===== src/rtl/mul_pkg.sv =====
// Shared definitions for the shift-and-add multiplier: default widths and
// the controller state encoding.
package mul_pkg;

  localparam int W_DEF     = 8;
  localparam int CNT_W_DEF = 4;

  typedef enum logic [1:0] {
    S_IDLE    = 2'd0,
    S_RUN     = 2'd1,
    S_DONE    = 2'd2,
    S_ILLEGAL = 2'd3
  } state_e;

endpackage


===== src/rtl/ripple_adder_2w.sv =====
// Ripple-carry adder built from full_adder cells; the only arithmetic
// used by the shift-and-add multiplier controller.
module full_adder (
  input  logic a,
  input  logic b,
  input  logic c_in,
  output logic s,
  output logic c_out
);

  assign s     = a ^ b ^ c_in;
  assign c_out = (a & b) | (c_in & (a ^ b));

endmodule

module ripple_adder_2w #(
  parameter int W2 = 16
) (
  input  logic [W2-1:0] a,
  input  logic [W2-1:0] b,
  input  logic          c_in,
  output logic [W2-1:0] s,
  output logic          c_out
);

  logic [W2:0] carry;

  assign carry[0] = c_in;
  assign c_out    = carry[W2];

  for (genvar i = 0; i < W2; i++) begin : g_bit
    full_adder u_fa (
      .a    (a[i]),
      .b    (b[i]),
      .c_in (carry[i]),
      .s    (s[i]),
      .c_out(carry[i+1])
    );
  end

endmodule


===== src/rtl/shift_add_mul_ctrl.sv =====
// Multi-cycle unsigned W x W multiplier: an FSM walks the multiplier bits,
// reusing one 2W-bit ripple adder for every partial-product accumulation.
module shift_add_mul_ctrl
  import mul_pkg::*;
#(
  parameter int W     = W_DEF,
  parameter int CNT_W = CNT_W_DEF
) (
  input  logic           clk,
  input  logic           rst,
  input  logic           in_valid,
  output logic           in_ready,
  input  logic [W-1:0]   a,
  input  logic [W-1:0]   b,
  output logic           out_valid,
  input  logic           out_ready,
  output logic [2*W-1:0] p,
  output logic           busy
);

  state_e           state_q, state_d;
  logic [2*W-1:0]   acc_q, acc_d;
  logic [2*W-1:0]   mcand_q, mcand_d;
  logic [W-1:0]     mplier_q, mplier_d;
  logic [CNT_W-1:0] cnt_q, cnt_d;
  logic [2*W-1:0]   p_q, p_d;
  logic             out_valid_q, out_valid_d;

  logic [2*W-1:0]   add_sum;
  logic             add_cout;

  ripple_adder_2w #(
    .W2(2*W)
  ) u_adder (
    .a    (acc_q),
    .b    (mcand_q),
    .c_in (1'b0),
    .s    (add_sum),
    .c_out(add_cout)
  );

  always_comb begin
    state_d     = state_q;
    acc_d       = acc_q;
    mcand_d     = mcand_q;
    mplier_d    = mplier_q;
    cnt_d       = cnt_q;
    p_d         = p_q;
    out_valid_d = out_valid_q;

    case (state_q)
      S_IDLE: begin
        if (in_valid) begin
          mcand_d  = {{W{1'b0}}, a};
          mplier_d = b;
          acc_d    = '0;
          cnt_d    = '0;
          state_d  = S_RUN;
        end
      end
      S_RUN: begin
        if (mplier_q[0]) begin
          acc_d = add_sum;
        end
        mcand_d  = mcand_q << 1;
        mplier_d = mplier_q >> 1;
        cnt_d    = cnt_q + CNT_W'(1);
        if (cnt_q == CNT_W'(W - 1)) begin
          state_d = S_DONE;
        end
      end
      // First DONE cycle registers the product; the handshake runs after that.
      S_DONE: begin
        if (!out_valid_q) begin
          out_valid_d = 1'b1;
          p_d         = acc_q;
        end else if (out_ready) begin
          out_valid_d = 1'b0;
          p_d         = '0;
          state_d     = S_IDLE;
        end
      end
      default: begin
        out_valid_d = 1'b0;
        p_d         = '0;
        state_d     = S_IDLE;
      end
    endcase
  end

  always_ff @(posedge clk) begin
    if (rst) begin
      state_q     <= S_IDLE;
      acc_q       <= '0;
      mcand_q     <= '0;
      mplier_q    <= '0;
      cnt_q       <= '0;
      p_q         <= '0;
      out_valid_q <= 1'b0;
    end else begin
      state_q     <= state_d;
      acc_q       <= acc_d;
      mcand_q     <= mcand_d;
      mplier_q    <= mplier_d;
      cnt_q       <= cnt_d;
      p_q         <= p_d;
      out_valid_q <= out_valid_d;
    end
  end

  // A full product always fits in 2W bits, so the adder must never carry out.
  always_ff @(posedge clk) begin
    if (!rst && state_q == S_RUN) begin
      assert (!add_cout);
    end
  end

  assign in_ready  = (state_q == S_IDLE) && !rst;
  assign busy      = (state_q == S_RUN) || (state_q == S_DONE);
  assign out_valid = out_valid_q;
  assign p         = p_q;

endmodule


===== config.mk =====
export PLATFORM = sky130hd
export DESIGN_NAME = shift_add_mul_ctrl
export DESIGN_NICKNAME = d
export VERILOG_FILES = /design/src/rtl/mul_pkg.sv /design/src/rtl/ripple_adder_2w.sv /design/src/rtl/shift_add_mul_ctrl.sv
export SDC_FILE = /design/constraint.sdc
export NUM_CORES = 1
export LEC_CHECK = 0
export ABC_CLOCK_PERIOD_IN_PS = 8500
export CAP_MARGIN = 20
export CORE_MARGIN = 3
export CORE_UTILIZATION = 40
export DETAILED_ROUTE_END_ITERATION = 10
export PLACE_DENSITY = 0.6
export SLEW_MARGIN = 5
export SYNTH_ARGS = -nofsm -noshare
export SYNTH_HDL_FRONTEND = slang
export SYNTH_SLANG_ARGS = --single-unit

===== constraint.sdc =====
create_clock -name clk -period 8.5 [get_ports clk]
set_input_delay 1.275 -clock clk [delete_from_list [all_inputs] [get_ports clk]]
set_output_delay 1.275 -clock clk [all_outputs]
set_load 0.01 [all_outputs]

# Word level (Yosys, flattened, before mapping)
# Index checks and enable logic that the tools add are counted.
# Widths: inputs -> output; s select.
# word_totals
ff_bits	63
in_bits	20
out_inout_bits	19
word_cells	122
# classes
n_addsub	1
n_eq_ne	9
n_mux	20
bitwise_logic	75
reduce_logical	10
# ops
op	count
$pmux 16 s2	3
$mux 16	5
$xor 1x1->1	31
$and 1x1->1	29
$pmux 8 s2	1
$or 1x1->1	14
$ne 2x2->1 const B	5
$mux 2	4
$mux 8	1
$pmux 4 s2	1
$pmux 2 s3	1
$add 4x1->4 const B	1
$eq 4x3->1 const B	1
$mux 4	1
$reduce_and 2->1	2
$reduce_and 4->1	1
$ne 3x3->1 const B	1
$reduce_and 3->1	1
$eq 2x1->1 const B	1
$eq 2x2->1 const B	1
$logic_not 2->1	1
$mux 1	2
$pmux 1 s2	1
$reduce_bool 2->1	1
5 further kinds	5

# Longest topological paths before layout
# depth
depth_word	32
mapped_depth	21
depth_no_buf	21

# By module
# From an unflattened synthesis, not the netlist that was laid out.
# unflattened
hier_cells	277
hier_area_um2	2811.4
# modules_own_cells
mod	n_inst	cells_per_inst	area_per_inst_um2	seq_area_each_um2
shift_add_mul_ctrl	1	261	2491.1	1261.2
full_adder	16	1	20.0	0.0

# Least setup slack after synthesis
# Ideal clock, no wire load.
# synth_timing
path_kind	reg-to-reg
from	register mcand_q[0]
to	register acc_q[15]
setup_ns	0.074
t_arrival_ns	7.056
required_ns	8.426
path_slack_ns	1.369
path_stages_with_launch	22
path_buffers	0
synth_period_minus_slack_ns	7.131
cell_sequence	dfxtp_1 -> ha_1 -> inv_1 -> fa_1 -> fa_1 -> fa_1 -> fa_1 -> fa_1 -> fa_1 -> fa_1 -> fa_1 -> fa_1 -> fa_1 -> fa_1 -> fa_1 -> inv_1 -> fa_1 -> inv_1 -> fa_1 -> xnor2_1 -> nand4bb_1 -> a31oi_1
# synth_between
elab_chain_len	32
# synth_lines
element	line	text
start: declaration	shift_add_mul_ctrl.sv:23	logic [2*W-1:0] mcand_q, mcand_d;
start signal: assignment	shift_add_mul_ctrl.sv:103	mcand_q <= mcand_d;
$and 1x1->1 (2 in a row)	ripple_adder_2w.sv:12	assign c_out = (a & b) | (c_in & (a ^ b));
$or 1x1->1	ripple_adder_2w.sv:12	
$and 1x1->1	ripple_adder_2w.sv:12	
$or 1x1->1	ripple_adder_2w.sv:12	
$and 1x1->1	ripple_adder_2w.sv:12	
$or 1x1->1	ripple_adder_2w.sv:12	
$and 1x1->1	ripple_adder_2w.sv:12	
$or 1x1->1	ripple_adder_2w.sv:12	
[15 not listed]	n/a	
$or 1x1->1	ripple_adder_2w.sv:12	
$and 1x1->1	ripple_adder_2w.sv:12	
$or 1x1->1	ripple_adder_2w.sv:12	
$and 1x1->1	ripple_adder_2w.sv:12	
$or 1x1->1	ripple_adder_2w.sv:12	
$xor 1x1->1	ripple_adder_2w.sv:11	assign s = a ^ b ^ c_in;
$mux 16	shift_add_mul_ctrl.sv:62	if (mplier_q[0]) begin
$pmux 16 s2	shift_add_mul_ctrl.sv:51	case (state_q)
end signal: assignment	shift_add_mul_ctrl.sv:94	acc_q <= '0;
end signal: assignment	shift_add_mul_ctrl.sv:102	acc_q <= acc_d;
end: declaration	shift_add_mul_ctrl.sv:22	logic [2*W-1:0] acc_q, acc_d;
# No other way between the ends. The select of a mux whose other input is x is not followed.
# A chain may end at the register's enable or synchronous reset.

# Worst setup path in the final report
# layout_timing
from	register acc_q[0]
to	register acc_q[15]
# layout_between
elab_chain_len	32
# layout_lines
element	line
$and 1x1->1 (2 in a row)	ripple_adder_2w.sv:12
$or 1x1->1	ripple_adder_2w.sv:12
$and 1x1->1	ripple_adder_2w.sv:12
$or 1x1->1	ripple_adder_2w.sv:12
$and 1x1->1	ripple_adder_2w.sv:12
$or 1x1->1	ripple_adder_2w.sv:12
$and 1x1->1	ripple_adder_2w.sv:12
$or 1x1->1	ripple_adder_2w.sv:12
[15 not listed]	n/a
$or 1x1->1	ripple_adder_2w.sv:12
$and 1x1->1	ripple_adder_2w.sv:12
$or 1x1->1	ripple_adder_2w.sv:12
$and 1x1->1	ripple_adder_2w.sv:12
$or 1x1->1	ripple_adder_2w.sv:12
$xor 1x1->1	ripple_adder_2w.sv:11
$mux 16	shift_add_mul_ctrl.sv:62
$pmux 16 s2	shift_add_mul_ctrl.sv:51
# No other way between the ends. The select of a mux whose other input is x is not followed.

==> flow_summary.json <==
{
  "status": "complete, no violations",
  "numCtsBuffers": 9,
  "synth_area_per_cell_um2": 9.154,
  "post-route-period-util": 0.8717,
  "dr.pass1.iters": 4,
  "critical_path_class": "reg2reg",
  "nets": 407,
  "period_needed_ns": 7.410,
  "path_cells": "ha_1 > inv_1 > fa_1 > fa_1 > fa_1 > fa_1 > fa_1 > fa_1 > fa_1 > fa_1 > fa_1 > fa_1 > fa_1 > fa_1 > inv_1 > fa_1 > inv_1 > fa_1 > xnor2_1 > nand4bb_1 > a31oi_1",
  "cp_slowest_cell": "fa_1",
  "synthTopCellsByArea": "dfxtp_1 40%, fa_1 8.9%, a21oi_1 5.7%",
  "finalSetupTns_ns": 0,
  "cp-end-kind": "flip-flop",
  "drcViolationCount": 0,
  "antenna_left": 0,
  "synth_top_area_cell": "dfxtp_1",
  "vdd_drop_max_mv": 0.1678,
  "grt_pass1_wl_um": 11650,
  "vias_per_cell": 5.243,
  "clk_pin_slew_worst_paths_ns": 0.07,
  "synth_cells": 345,
  "yosysMostFrequentCell": "dfxtp_1",
  "finalHoldViolations": 0,
  "required_ns": 8.77,
  "start_util": 0.4241,
  "antenna_found_initial": 0,
  "cts.sinks": 63,
  "die-area_um2": 8997,
  "start_kind": "flip-flop",
  "grt_pass1_vias": 2392,
  "dp_slack_ns": 1.047,
  "power_density_nw_per_um2": 212.2,
  "std_cell_rows": 31,
  "ys_async_sr_fraction": 0,
  "arrival_ns": 7.68,
  "yosysSeqAreaShare": 0.3994,
  "dieWidth_um": 94.86,
  "coreArea_um2": 7447,
  "synth_nets": 385,
  "final_layout_size_suffix_gt1_frac": 0.06469,
  "synthFlopType": "dfxtp_1",
  "drv_slew": 0,
  "worstMarginPinSlew_ns": 0.7819,
  "rsz0062_at_grt": "no",
  "ys_ff_latch": 63,
  "clock_tree.root_cell": "clkbuf_8",
  "dieHeight_um": 94.86,
  "synth_cell_types": 36,
  "design_area_um2": 3762,
  "ys_top_cells_by_count": "63 x dfxtp_1, 36 x a21oi_1, 32 x o21ai_0",
  "drt_wl_total_um": 6712,
  "holdBufCountCts": 0,
  "post_drt_wl_per_cell_um": 14.28,
  "diodes": 0,
  "gr-usage-all-layers": 0.1660,
  "fmax_mhz": 135.0,
  "hold_slack_ns": 0.4609,
  "cts_tree": "done",
  "relSlewSlack": 0.4684,
  "crit_fanout": 3,
  "ys.warnings.count": 0,
  "synth_area_um2": 3158,
  "worst_slack_ns": 1.090,
  "post_cts_resized": 0,
  "critPathTopFamily": "adder cells",
  "grt_max_degree": 40,
  "cpPeakStageDelay_ns": 0.47,
  "postPlaceCellArea_um2": 3555,
  "gp_congestion": 0.7448,
  "finClkSkew_ns": 0.006430,
  "critPathBufInv": 3,
  "clkLatencyLatePin_ns": 0.34,
  "vias": 2464,
  "overflow": 0,
  "setup_viol": 0,
  "synth_edf_count": 0,
  "initialDrtViolationCount": 94,
  "postCtsSetupBuffers": 0,
  "drv_cap": 0,
  "cts_htree_levels": 3,
  "ios": 39,
  "synth_top_area_frac": 0.3994,
  "p_leak_nw": 1.194,
  "hold_class": "reg2reg",
  "port-buffer-count": 38,
  "hpwl_um": 4450,
  "areaGrowthSynthToFinish_pct": 19.14,
  "cp_common_cell": "fa_1",
  "clockBufferDepth": 2
}
## worst register-to-register path, delay by kind of cell (launching register included)
| family | cells | cell delay (ns) |
|---|---|---|
| AND/OR/NAND/NOR | 1 | 0.19 |
| XOR/XNOR | 1 | 0.14 |
| adder cells (fa/ha/maj) | 15 | 6.28 |
| buffers and inverters | 3 | 0.19 |
| AO/OA/AOI/OAI | 1 | 0.19 |
| flip-flops | 1 | 0.36 |
## final cells by class
type                            count  area (µm²)
Inverter                           31       116.4
Tap cell                           99       123.9
Timing Repair Buffer               42       421.7
Clock inverter                      4       45.04
Clock buffer                       11       151.4
Fill cell                         729        3685
Sequential cell                    63        1261
Multi-Input combinational cell    220        1643
## through the flow
stage	instances	utilization	total power, W
finish	470	0.5052	0.0007982
global route	470	0.5052	0.0008453
CTS	469	0.5037	0.0008065
detailed placement	454	0.4773	0.0005421
global placement	453	0.4746	0.0005377
floorplan	345	-	0.0004958
## final timing paths
| check | from | endpoint | slack (ns) | cells after the start |
|---|---|---|---|---|
| hold reg to reg | mplier_q[7] | mplier_q[7] | 0.46 | 2 |
| setup reg to reg | acc_q[0] | acc_q[15] | 1.09 | 21 |
| setup / recovery | acc_q[0] | acc_q[15] | 1.09 | 21 |
| hold / removal | mplier_q[7] | mplier_q[7] | 0.46 | 2 |
## kinds of logic (layout without fill, tap and decap cells)
family                     after synthesis  count (layout)  share of synthesized area
muxes                                   17              17                    0.05428
and+or+nand+nor                         85              85                     0.1708
adders and majority gates               20              20                     0.1125
DFF                                     63              63                     0.3994
xor gates and xnor gates                 1               1                   0.002774
buffers and inverters                   62              88                    0.08162
AOI/OAI and AO/OA                       97              97                     0.1787
## registers in the layout (all words and copies together), names as in the netlist
signal,cells
cnt_q,4
p,16
mcand_q,16
acc_q,16
state_q,2
out_valid,1
mplier_q,8
## placed cells by master (no fill, tap or decap), types with 2 or more instances in the layout
cell,netlist,layout
a21oi_1,36,36
nand2_1,6,6
clkbuf_8,0,11
a211oi_1,15,15
mux2i_1,16,15
a32oi_1,9,9
buf_4,1,2
inv_1,31,31
dfxtp_1,63,63
fa_1,14,14
nand3_1,4,4
nor2b_1,3,3
o21ai_0,32,32
nand2b_1,4,4
clkinv_2,0,3
nor2_1,23,23
a31oi_1,2,2
nand3b_1,18,18
clkdlybuf4s50_1,0,37
ha_1,6,6
nand4b_1,17,17
## power breakdown
part           switching, W  total (W)  internal, W
clock              0.000114   0.000262     0.000148
combinational      0.000128   0.000203    0.0000752
sequential        0.0000149   0.000333     0.000318
total              0.000256   0.000798     0.000542
## layer usage
metal / vias to the layer above / share of wire / global-route usage / wire [µm]
met1: 1150 / 0.50 / 0.2244 / 3329
li1: 1247 / - / - / -
met2: 58 / 0.44 / 0.2501 / 2922
met4: 0 / 0.017 / 0.07212 / 112
met5: - / 0 / 0 / 0
met3: 9 / 0.052 / 0.04223 / 346
(Power assumes the default switching activity.)
==> RTL change (same flow settings) <==
Set the package constant `CNT_W_DEF` to 6 (it was 4).
--- a/src/rtl/mul_pkg.sv
+++ b/src/rtl/mul_pkg.sv
@@ -5,3 +5,3 @@
   localparam int W_DEF     = 8;
-  localparam int CNT_W_DEF = 4;
+  localparam int CNT_W_DEF = 6;
 
Check against the original RTL: no difference found for any inputs over 10 cycles, from zero or initial values and one cycle with rst high; that may be too few to reach the edited logic, so the function may still have changed.
==> RTL change against the original RTL <==
Critical path depth is the same; sequential cell count increased by 2; cell area down 1.3%; utilization is 0.11 points lower; synthesized area down 2.0%; clock power grew 10%; wire length down 10%; count of clock-buffer cells in the layout down 2; setup slack worse by 22 ps; via count shrank 5.0%; non-clock buffer count shrank 1; total power increased by 3.8%; largest power group unchanged.
==> RTL change: results (changes against the original RTL) <==
* Number of different library cells in the post-synthesis netlist: 34 (was 36)
- The source of the worst hold timing path is p[15] (was mplier_q[7]).
- The relative area change from synthesis to final layout was 20.1% (was 19.1%).
* Actual slew at the worst max-slew pin: 747 ps (was 782 ps)
* Result of the run: finished, final reports clean (unchanged)
- The non-clock buffer count in the final layout came to 41 (was 42).
- Instance count after placement with tap cells included: 446 (was 454)
- Dpl hpwl: 4090 um (was 4450 um)
* RePlAce Congestion: 0.750 (was 0.745)
* Total length of routed met3 wires: 318 um (was 346 um)
* Synthesized Nets: 370 (was 385)
* Routed wl met2: 2660 um (was 2920 um)
- Worst EP arrival: 7700 ps (was 7680 ps)
- Met1 track demand over resource: 0.194 (was 0.224)
- Total Routing Usage GR: 0.150 (was 0.166)
- Fraction of layout cells with a size suffix above 1: 0.0714 (was 0.0647)
* Starting DRT DRC Count: 116 (was 94)
* Sequential-to-total area share from yosys stat: 0.421 (was 0.399)
* Register share of the cell area: 0.350 (was 0.335)
* Clock-cell share of area: 0.0589 (was 0.0522)
- The count of flip-flops and latches is 65 (was 63).
- Worst Skew: 10.6 ps (was 6.43 ps)
- The non-filler instance count after layout came to 463 (was 470).
- Cell types with the highest counts after synthesis: sky130_fd_sc_hd__dfxtp_1 (65), sky130_fd_sc_hd__nor2_1 (44), sky130_fd_sc_hd__inv_1 (33), sky130_fd_sc_hd__nand2_1 (27), sky130_fd_sc_hd__a21oi_1 (20) (was sky130_fd_sc_hd__dfxtp_1 (63), sky130_fd_sc_hd__a21oi_1 (36), sky130_fd_sc_hd__o21ai_0 (32), sky130_fd_sc_hd__inv_1 (31), sky130_fd_sc_hd__nor2_1 (23))
- The number of global-route vias before repair is 2297 (was 2392).
RTL change: cell count changes after synthesis, moves of 5 or more:
cell	change
sky130_fd_sc_hd__o21ai_0	-29
sky130_fd_sc_hd__nand2_1	+21
sky130_fd_sc_hd__nor2_1	+21
sky130_fd_sc_hd__nand3b_1	-18
sky130_fd_sc_hd__a21oi_1	-16
sky130_fd_sc_hd__a2bb2oi_1	+13
sky130_fd_sc_hd__a22oi_1	+9
sky130_fd_sc_hd__buf_2	-9
sky130_fd_sc_hd__a32oi_1	-7
sky130_fd_sc_hd__xor2_1	+5
RTL change: cells by family (layout without fill, tap and decap cells):
group | count (synthesis) | in the layout | synth area share
AND/OR/NAND/NOR | 101 | 101 | 0.159
adder cells (fa/ha/maj) | 20 | 20 | 0.115
AO/OA/AOI/OAI | 66 | 66 | 0.152
buffers and inverters | 56 | 90 | 0.0829
XOR/XNOR | 5 | 5 | 0.0142
multiplexers | 17 | 17 | 0.0566
flip-flops | 65 | 65 | 0.421
RTL change: report_power, final:
part	switching, W	internal (W)
logic	0.000118	0.0000754
clock network	0.000124	0.000165
registers	0.0000175	0.000327
RTL change: tightest hold or removal path, cell delays in order (launching register included):
cell                      delay (ps)
sky130_fd_sc_hd__dfxtp_1         310
sky130_fd_sc_hd__nand2_1          50
sky130_fd_sc_hd__a21oi_1          50
RTL change: path summary, 6_finish.rpt:
| path | end | slack, ps | depth (start not counted) |
|---|---|---|---|
| setup / recovery | acc_q[15] | 1070 | 21 |
| hold reg to reg | p[15] | 450 | 2 |
| hold / removal | p[15] | 450 | 2 |
| setup reg to reg | acc_q[15] | 1070 | 21 |
